[src/rtl/cfi_commit_monitor.sv]
// Control-flow-integrity commit monitor: shadow stack plus optional landing-pad check.
// Latency: violation reported 1 cycle after the offending commit; depth/overflow count update on the same edge.
// Backpressure: none; every commit strobe is consumed in the cycle it is presented.
//
// Ports:
//   clk_i, rst_i          single clock, synchronous active-high reset
//   en_i                  monitor enable (0: commits ignored, state holds)
//   flush_i               trap taken; drops any pending landing-pad expectation
//   commit_valid_i/instr_i/pc_i/link_i  per-port retire stream, port 0 oldest
//   violation_o, viol_cause_o, viol_pc_o  registered one-cycle violation report
//   ss_depth_o            live shadow-stack entries
//   ss_ovf_cnt_o          saturating count of entries lost to overflow
//
// Build option: define CFI_LPAD_CHECK_EN to include the landing-pad FSM (cause 10).
module cfi_commit_monitor #(
  parameter int NrCommitPorts = 2,
  parameter int SsDepth       = 16,
  parameter int XLEN          = 64
) (
  input  logic                                 clk_i,
  input  logic                                 rst_i,
  input  logic                                 en_i,
  input  logic                                 flush_i,
  input  logic [NrCommitPorts-1:0]             commit_valid_i,
  input  logic [NrCommitPorts-1:0][31:0]       commit_instr_i,
  input  logic [NrCommitPorts-1:0][XLEN-1:0]   commit_pc_i,
  input  logic [NrCommitPorts-1:0][XLEN-1:0]   commit_link_i,
  output logic                                 violation_o,
  output logic [1:0]                           viol_cause_o,
  output logic [XLEN-1:0]                      viol_pc_o,
  output logic [$clog2(SsDepth):0]             ss_depth_o,
  output logic [15:0]                          ss_ovf_cnt_o
);

  localparam int PW = $clog2(SsDepth);
  localparam int DW = PW + 1;
  localparam logic [DW-1:0] DepthFull = DW'(SsDepth);

  localparam logic [1:0] CauseNone      = 2'b00;
  localparam logic [1:0] CauseMismatch  = 2'b01;
  localparam logic [1:0] CauseUnderflow = 2'b11;

  // ---------------------------------------------------------------------------
  // Decoders
  // ---------------------------------------------------------------------------
  function automatic logic is_push(input logic [31:0] ins);
    return (ins == 32'h8210_4073) || (ins == 32'h8250_4073) || (ins[15:0] == 16'h6081);
  endfunction

  function automatic logic is_pop(input logic [31:0] ins);
    return (ins == 32'h81C0_C073) || (ins == 32'h81C2_C073) || (ins[15:0] == 16'h6281);
  endfunction

`ifdef CFI_LPAD_CHECK_EN
  localparam logic [1:0] CauseLpad = 2'b10;

  typedef enum logic {
    LP_IDLE,
    LP_EXPECT
  } lp_state_e;

  function automatic logic is_lpad(input logic [31:0] ins);
    return ins[11:0] == 12'h017;
  endfunction

  // Jumps through x1/x5 are returns covered by the shadow stack, not forward edges.
  function automatic logic is_ijmp(input logic [31:0] ins);
    logic jalr, cjr;
    jalr = (ins[6:0] == 7'h67) && (ins[14:12] == 3'b000) &&
           (ins[19:15] != 5'd1) && (ins[19:15] != 5'd5);
    // C.JR / C.JALR: funct3 100, rs2 = 0, rs1 != 0 (bit 12 selects link or not)
    cjr  = (ins[1:0] == 2'b10) && (ins[15:13] == 3'b100) && (ins[6:2] == 5'd0) &&
           (ins[11:7] != 5'd0) && (ins[11:7] != 5'd1) && (ins[11:7] != 5'd5);
    return jalr || cjr;
  endfunction

  lp_state_e lp_q, lp_d;
`else
  // flush only matters to the landing-pad FSM, absent in this build
  logic unused_flush;
  assign unused_flush = flush_i;
`endif

  // ---------------------------------------------------------------------------
  // State
  // ---------------------------------------------------------------------------
  logic [XLEN-1:0] ss_q [SsDepth];
  logic [PW-1:0]   wp_q, wp_d;       // next free slot; top of stack is wp_q-1
  logic [DW-1:0]   depth_q, depth_d;
  logic [15:0]     ovf_q, ovf_d;
  logic            viol_q, viol_d;
  logic [1:0]      cause_q, cause_d;
  logic [XLEN-1:0] vpc_q, vpc_d;

  logic [NrCommitPorts-1:0]           wr_en;
  logic [NrCommitPorts-1:0][PW-1:0]   wr_idx;
  logic [NrCommitPorts-1:0][XLEN-1:0] wr_dat;
  logic [PW-1:0]   top_idx;
  logic [XLEN-1:0] top_val;
  logic [1:0]      port_cause;

  // ---------------------------------------------------------------------------
  // Next state: ports are walked oldest first, each seeing the stack as left
  // by the older ports of the same cycle.
  // ---------------------------------------------------------------------------
  always_comb begin
    wp_d       = wp_q;
    depth_d    = depth_q;
    ovf_d      = ovf_q;
    viol_d     = 1'b0;
    cause_d    = CauseNone;
    vpc_d      = '0;
    wr_en      = '0;
    wr_idx     = '0;
    wr_dat     = '0;
    top_idx    = '0;
    top_val    = '0;
    port_cause = CauseNone;
`ifdef CFI_LPAD_CHECK_EN
    lp_d = flush_i ? LP_IDLE : lp_q;
`endif

    if (en_i) begin
      for (int p = 0; p < NrCommitPorts; p++) begin
        port_cause = CauseNone;
        if (commit_valid_i[p]) begin
`ifdef CFI_LPAD_CHECK_EN
          // A flush discards the expectation and any new one from this cycle.
          if (!flush_i) begin
            if (lp_d == LP_EXPECT) begin
              if (!is_lpad(commit_instr_i[p])) port_cause = CauseLpad;
              lp_d = LP_IDLE;
            end
            if (is_ijmp(commit_instr_i[p])) lp_d = LP_EXPECT;
          end
`endif
          if (is_push(commit_instr_i[p])) begin
            wr_en[p]  = 1'b1;
            wr_idx[p] = wp_d;
            wr_dat[p] = commit_link_i[p];
            wp_d      = wp_d + PW'(1);
            // When full, wp_d already points at the oldest entry, so the
            // write above overwrites it.
            if (depth_d == DepthFull) begin
              if (ovf_d != 16'hFFFF) ovf_d = ovf_d + 16'd1;
            end else begin
              depth_d = depth_d + DW'(1);
            end
          end else if (is_pop(commit_instr_i[p])) begin
            if (depth_d == '0) begin
              if (port_cause == CauseNone) port_cause = CauseUnderflow;
            end else begin
              top_idx = wp_d - PW'(1);
              top_val = ss_q[top_idx];
              // Forward pushes from older ports that are not yet in ss_q.
              for (int q = 0; q < p; q++) begin
                if (wr_en[q] && (wr_idx[q] == top_idx)) top_val = wr_dat[q];
              end
              if ((top_val != commit_link_i[p]) && (port_cause == CauseNone))
                port_cause = CauseMismatch;
              wp_d    = top_idx;
              depth_d = depth_d - DW'(1);
            end
          end
          // Only the oldest offending port is reported.
          if ((port_cause != CauseNone) && !viol_d) begin
            viol_d  = 1'b1;
            cause_d = port_cause;
            vpc_d   = commit_pc_i[p];
          end
        end
      end
    end
  end

  always_ff @(posedge clk_i) begin
    if (rst_i) begin
      wp_q    <= '0;
      depth_q <= '0;
      ovf_q   <= '0;
      viol_q  <= 1'b0;
      cause_q <= CauseNone;
      vpc_q   <= '0;
`ifdef CFI_LPAD_CHECK_EN
      lp_q    <= LP_IDLE;
`endif
    end else begin
      wp_q    <= wp_d;
      depth_q <= depth_d;
      ovf_q   <= ovf_d;
      viol_q  <= viol_d;
      cause_q <= cause_d;
      vpc_q   <= vpc_d;
`ifdef CFI_LPAD_CHECK_EN
      lp_q    <= lp_d;
`endif
    end
  end

  // Stack storage is not reset; depth tracks which entries are meaningful.
  always_ff @(posedge clk_i) begin
    for (int p = 0; p < NrCommitPorts; p++) begin
      if (!rst_i && wr_en[p]) ss_q[wr_idx[p]] <= wr_dat[p];
    end
  end

  assign violation_o  = viol_q;
  assign viol_cause_o = cause_q;
  assign viol_pc_o    = vpc_q;
  assign ss_depth_o   = depth_q;
  assign ss_ovf_cnt_o = ovf_q;

endmodule
[config.mk]
export PLATFORM = sky130hd
export DESIGN_NAME = cfi_commit_monitor
export DESIGN_NICKNAME = d
export VERILOG_FILES = /design/src/rtl/cfi_commit_monitor.sv
export SDC_FILE = /design/constraint.sdc
export NUM_CORES = 2
export LEC_CHECK = 0
export ABC_AREA = 1
export CAP_MARGIN = 40
export CORE_MARGIN = 3
export CORE_UTILIZATION = 30
export CTS_CLUSTER_SIZE = 12
export DETAILED_ROUTE_END_ITERATION = 10
export GPL_ROUTABILITY_DRIVEN = 0
export PLACE_DENSITY = 0.47
export SLEW_MARGIN = 20
export SYNTH_ARGS = -nofsm -noshare
export SYNTH_HDL_FRONTEND = slang
export SYNTH_SLANG_ARGS = --single-unit
export TNS_END_PERCENT = 50
[constraint.sdc]
create_clock -name clk_i -period 13.23 [get_ports clk_i]
set_input_delay 2.646 -clock clk_i [delete_from_list [all_inputs] [get_ports clk_i]]
set_output_delay 2.646 -clock clk_i [all_outputs]
set_load 0.02 [all_outputs]
# Yosys cells after proc, flatten, opt, wreduce, memory -nomap -nowiden
# Memories as Yosys holds them, arrays and structs flattened.
# Index checks and enable logic that the tools add are counted.
# classes
addsub,10
n_bitwise,1
mux,81
n_eq_ne,19
reduce_logical,19
# op_table
cell,count
two-way mux 64 bit,14
"== test 32 bit, second input constant",8
two-way mux 16 bit,9
two-way mux 128 bit,1
inequality test 64 bit,2
"== test 16 x 15 -> 1 bit, second input constant",4
two-way mux 4 bit,14
two-way mux 5 bit,11
"adder 16 x 1 -> 16 bit, second input constant",2
"inequality test 16 bit, second input constant",2
two-way mux 2 bit,15
two-way mux 1 bit,16
"adder 5 x 1 -> 5 bit, second input constant",2
"== test 5 bit, second input constant",2
zero test 5 bit,2
"subtractor 5 x 1 -> 5 bit, second input constant",2
"adder 4 x 1 -> 4 bit, second input constant",2
logical OR 1 bit,8
two-way mux 8 bit,1
"subtractor 4 x 1 -> 4 bit, second input constant",2
== test 4 bit,1
logical AND 1 bit,4
nonzero test 2 bit,2
zero test 1 bit,2
other kinds (2),2
# totals
word_cells,137
memories,1
ram_bits,1024
out_inout_bits,88
ff_bits,92
# mem_list
memory,words,word_bits,rd,rd_clocked_by_memory_dff,wr,line,text
ss_q,16,64,2,0,2,87,logic [XLEN-1:0] ss_q [SsDepth];

# Depth between registers and ports, before layout
# depth
depth_word,27
mapped_depth,36
depth_no_buf,32

# Worst setup path after synthesis
# OpenSTA, ideal clock, no wires.
# synth_timing
kind,input port to flip-flop
start,input commit_instr_i[7] in the netlist's numbering
end,memory ss_q[14][0] (enable)
required_time_ns,12.569
path_buffers,1
setup_time_ns,0.661
arrival_time_ns,10.542
path_stages,12
slack_ns,2.027
path_cell_list,inv_1 > nand2_1 > nor2_1 > nand2_1 > nor2_1 > nand2_1 > nand2_1 > nand3_2 > nor2_1 > clkinv_1 > clkbuf_1 > o41ai_1
# synth_rtl
item,line,text
"start, declared",25,"input logic [NrCommitPorts-1:0][31:0] commit_instr_i,"
"end, declared",87,

# Worst setup path after layout
# layout_timing
start,input commit_instr_i[14] in the netlist's numbering
end,"register vpc_q[53], in the netlist viol_pc_o[53]"
# layout_via
elab_chain_len,27
elab_cells_between_ends,59
cone_classes,add/sub: 1; eq/ne: 8; mux: 39; reduce/logical: 10; memory: 1
# layout_lines
item,line,text
branches (longest 26 deep; another with memory read (16 x 64 bit)),--,
two-way mux 64 bit *,126,if (commit_valid_i[p]) begin
"end signal, assigned",193,vpc_q <= vpc_d;
"end, declared",93,"logic [XLEN-1:0] vpc_q, vpc_d;"
# Mark *: on every way between the ends. The select of a mux whose other input is x is not followed.
# A chain may end at the register's enable or synchronous reset.

==> flow_summary_export.csv <==
group,metric,value,unit
outcome,outcome,"finished, final reports clean",
grt,antenna_found_initial,17,
detailed_routing,dr.pass1.iters,7,
logic_synthesis,ys_seq_area_share,45.8,%
cells_and_area,layout.nets,10100,
floorplanning,die-area,0.243,sq mm
power,p_sw_share,31.5,%
logic_synthesis,yosys.area.top_type_share,43.2,%
worst_setup_path,cp_max_fo,78,
worst_setup_path,crit_required,13.87,ns
hold_path,hold_class,"flip-flop to flip-flop",
sta,finalClockSkew,0.0345,ns
cells_and_area,drive_gt1_share,5.60,%
logic_synthesis,synth.avg_cell_area,7.28,sq um
sta,whs,0.558,ns
worst_setup_path,cp-start-kind,"input port",
cts,clock_latency,0.83,ns
grt,grt_pass1_wl,493,mm
power,p_int,0.00648,W
flow_run,max_cap_viol_count,0,
cells_and_area,fill_cells,24600,
logic_synthesis,async_reset_ff_share,0,%
power,p_leak,30.5,nW
placement,hpwl,201,mm
cts,post_cts_buffers,0,
logic_synthesis,ys_types,57,
worst_setup_path,regToRegSetupSlack,4.32,ns
sta,worst_pin_slew,0.992,ns
logic_synthesis,syn-num-nets,10100,
sta,tns,0,ns
logic_synthesis,yosysTopAreaCell,"edfxtp_1",
cts,cts_root_buffer,"clkbuf_16",
floorplanning,initial_utilization,30.2,%
worst_setup_path,cp.arrival,11.29,ns
cells_and_area,finalNonFillerCells,13000,
cells_and_area,ff_latch_area,0.0326,sq mm
logic_synthesis,syn_inst,9782,
grt,grt_pass1_vias,66200,
detailed_routing,wl_per_cell,27.1,um
logic_synthesis,synth-main-ff-cell,"edfxtp_1",
worst_setup_path,endpoint_kind,"flip-flop",
cells_and_area,area_delta_synth_final,17.2,%
power,clockPowerShare,41.0,%
cts,cts-buffers-inserted,144,
cts,cts_resized,0,
sta,rsz0062_at_grt,"no",
detailed_routing,drc_errors,0,
floorplanning,dieWidth,493,um
floorplanning,core-area,0.236,sq mm
placement,post-place-ws,2.13,ns
grt,grt_max_degree,183,
power,p_seq_share,40.2,%
logic_synthesis,netlist_area,0.0712,sq mm
worst_setup_path,worstSetupEndpoint,"viol_pc_o[53]",
worst_setup_path,rr_worst_depth,24,
floorplanning,die_h,493,um
detailed_routing,ant_nets,0,
floorplanning,rows,178,
sta,slew_viol_final,0,
logic_synthesis,synth_edf_count,1024,
detailed_routing,drt_iter0_drc,9921,
cts,clkSlewWorstSetupHoldPaths,0.06,ns
power,power_density,113,mW/mm^2
grt,overflow,0,
cts,cts_htree_levels,4,
sta,worst_slack,2.58,ns
grt,grt_util_all_layers,27.9,%
power,vdd_drop_max,0.121,mV
cells_and_area,layout_commonest_cell,"nand2_1",
worst_setup_path,rr_startpoint,"wp_q[0]",
floorplanning,io_pins,414,
logic_synthesis,ys_top_cells_by_area,"edfxtp_1 (43%), nand2_1 (14%), o21ai_0 (13%), nand3_1 (6.1%), inv_1 (4.2%)",
worst_setup_path,critPathKind,"input port to flip-flop",
sta,fin_crit_sh,80.5,%
power,netSwitchingPower,0.00298,W
placement,dpl.cell_count,12700,
placement,io_buffers,412,
power,combPwrFrac,18.8,%
worst_setup_path,rr_endpoint,"viol_pc_o[53]",
cts,cts_buffer_depth,3,
cts,hold_buffers,0,
sta,max_freq,93.9,MHz
logic_synthesis,ys_ff_latch,1116,
logic_synthesis,ys_warn_count,0,
sta,relSlewSlack,33.9,%
cts,cts_tree,"built",
cells_and_area,final_cell_mix,"nand2_1 (2639), o21ai_0 (1865), edfxtp_1 (1024), nand3_1 (867), inv_1 (786)",
worst_setup_path,critPathLaunch,"commit_instr_i[14]",
cells_and_area,multi_input_area,0.0327,sq mm
sta,hold_viol,0,
detailed_routing,via_per_inst,5.57,
sta,setup_viol,0,
detailed_routing,dr_total_vias,72400,
detailed_routing,routed_wl,352,mm
sta,fin_crit,10.65,ns
cts,cts_sinks,1116,
[stage by stage]
stage	utilization (%)	total power [W]	cell area [sq um]
after floorplan	-	0.00482	71200
final	35.4	0.00947	83500
after CTS	35.4	0.00946	83400
after global placement	33.0	0.00560	77800
after detailed placement	33.5	0.00560	78900
after global routing	35.4	0.00973	83500
[Yosys cell counts, drive strengths merged, types with 7 or more instances]
cell type / instances
xnor2: 10
buf: 251
nand3: 876
nand2: 2682
o21ai: 1906
a21oi: 579
nor3: 33
a211oi: 7
or2: 14
nand4: 104
clkinv: 8
a221oi: 7
nor2: 568
dfxtp: 92
o211ai: 52
clkbuf: 585
xor2: 62
nor4: 13
inv: 808
ha: 9
edfxtp: 1024
nand3b: 23
o221ai: 18
o22ai: 12
[worst min-delay path by stage]
stage          depth (start not counted)         endpoint       startpoint  slack (ns)
2_1_floorplan                          2  ss_ovf_cnt_o[6]  ss_ovf_cnt_o[6]        0.58
3_3_place_gp                           2  ss_ovf_cnt_o[6]  ss_ovf_cnt_o[6]        0.54
3_5_place_dp                           2  ss_ovf_cnt_o[6]  ss_ovf_cnt_o[6]        0.55
4_1_cts                                2  ss_ovf_cnt_o[6]  ss_ovf_cnt_o[6]        0.55
5_1_grt                                2  ss_ovf_cnt_o[9]  ss_ovf_cnt_o[9]        0.60
6_report                               2  ss_ovf_cnt_o[6]  ss_ovf_cnt_o[6]        0.56
[power by group through the flow]
stage	clock, W	sequential [W]	combinational, W
global placement	0	0.00388	0.00172
detailed placement	0	0.00388	0.00172
global route	0.00405	0.00381	0.00188
CTS	0.00392	0.00381	0.00173
finish	0.00388	0.00381	0.00178
floorplan	0	0.00388	0.000941
[final cells by class]
cell class                 count  share of cell area (%)
inverter                     816                    3.70
timing repair buffer         639                    8.02
multi-input combinational   7014                    39.2
clock buffer                 187                    4.63
tap                         3150                    4.72
antenna                       11                  0.0330
sequential                  1116                    39.0
clock inverter                71                   0.701
[critical path, cell delays in order]
cell             delay [ns]
clkdlybuf4s50_1        0.49
nand2_1                0.17
nor3_1                 0.26
nand2_1                0.11
nand2_2                0.17
nand3_4                0.65
nand2_1                0.59
nand2_2                0.32
nand2_8                0.61
nor2_4                 0.08
nand2_2                0.37
nand2_8                0.46
xor2_2                 0.70
nand2_2                0.54
inv_2                  0.52
nand2_1                0.13
nand3_1                0.14
nand2_1                0.07
nor2_1                 0.30
nand2_1                0.22
nor2_1                 0.27
nand3_1                0.36
nor2_1                 0.23
nand2_2                0.06
buf_4                  0.33
nand4_1                0.20
a21oi_1                0.09
[kinds of logic (layout without fill, tap and decap cells)]
group,after synthesis,after routing,synth area share [%]
simple gates,4317,4317,25.2
compound gates,2616,2616,18.9
buf+inv,1652,1713,9.07
flops,1116,1116,45.8
xor+xnor,72,72,0.896
fa+ha+maj,9,9,0.158
other cells,0,11,0
[sequential cells by signal, indices dropped and copies added (netlist names)]
name	count
ss_q	1024
viol_pc_o	64
ss_ovf_cnt_o	16
ss_depth_o	5
wp_q	4
viol_cause_o	2
violation_o	1
[per-layer routing]
metal  part of all wire, %  vias to the layer above  wire (um)  GRT usage, %
met5                 0.012                        -         44             0
met4                   4.3                        6      15300          11.5
met3                    10                      718      36200          5.26
met2                    44                     4157     156000          43.8
met1                    41                    34700     145000          37.6
li1                      -                    32900          -             -
Power figures use the tool's default switching activity.
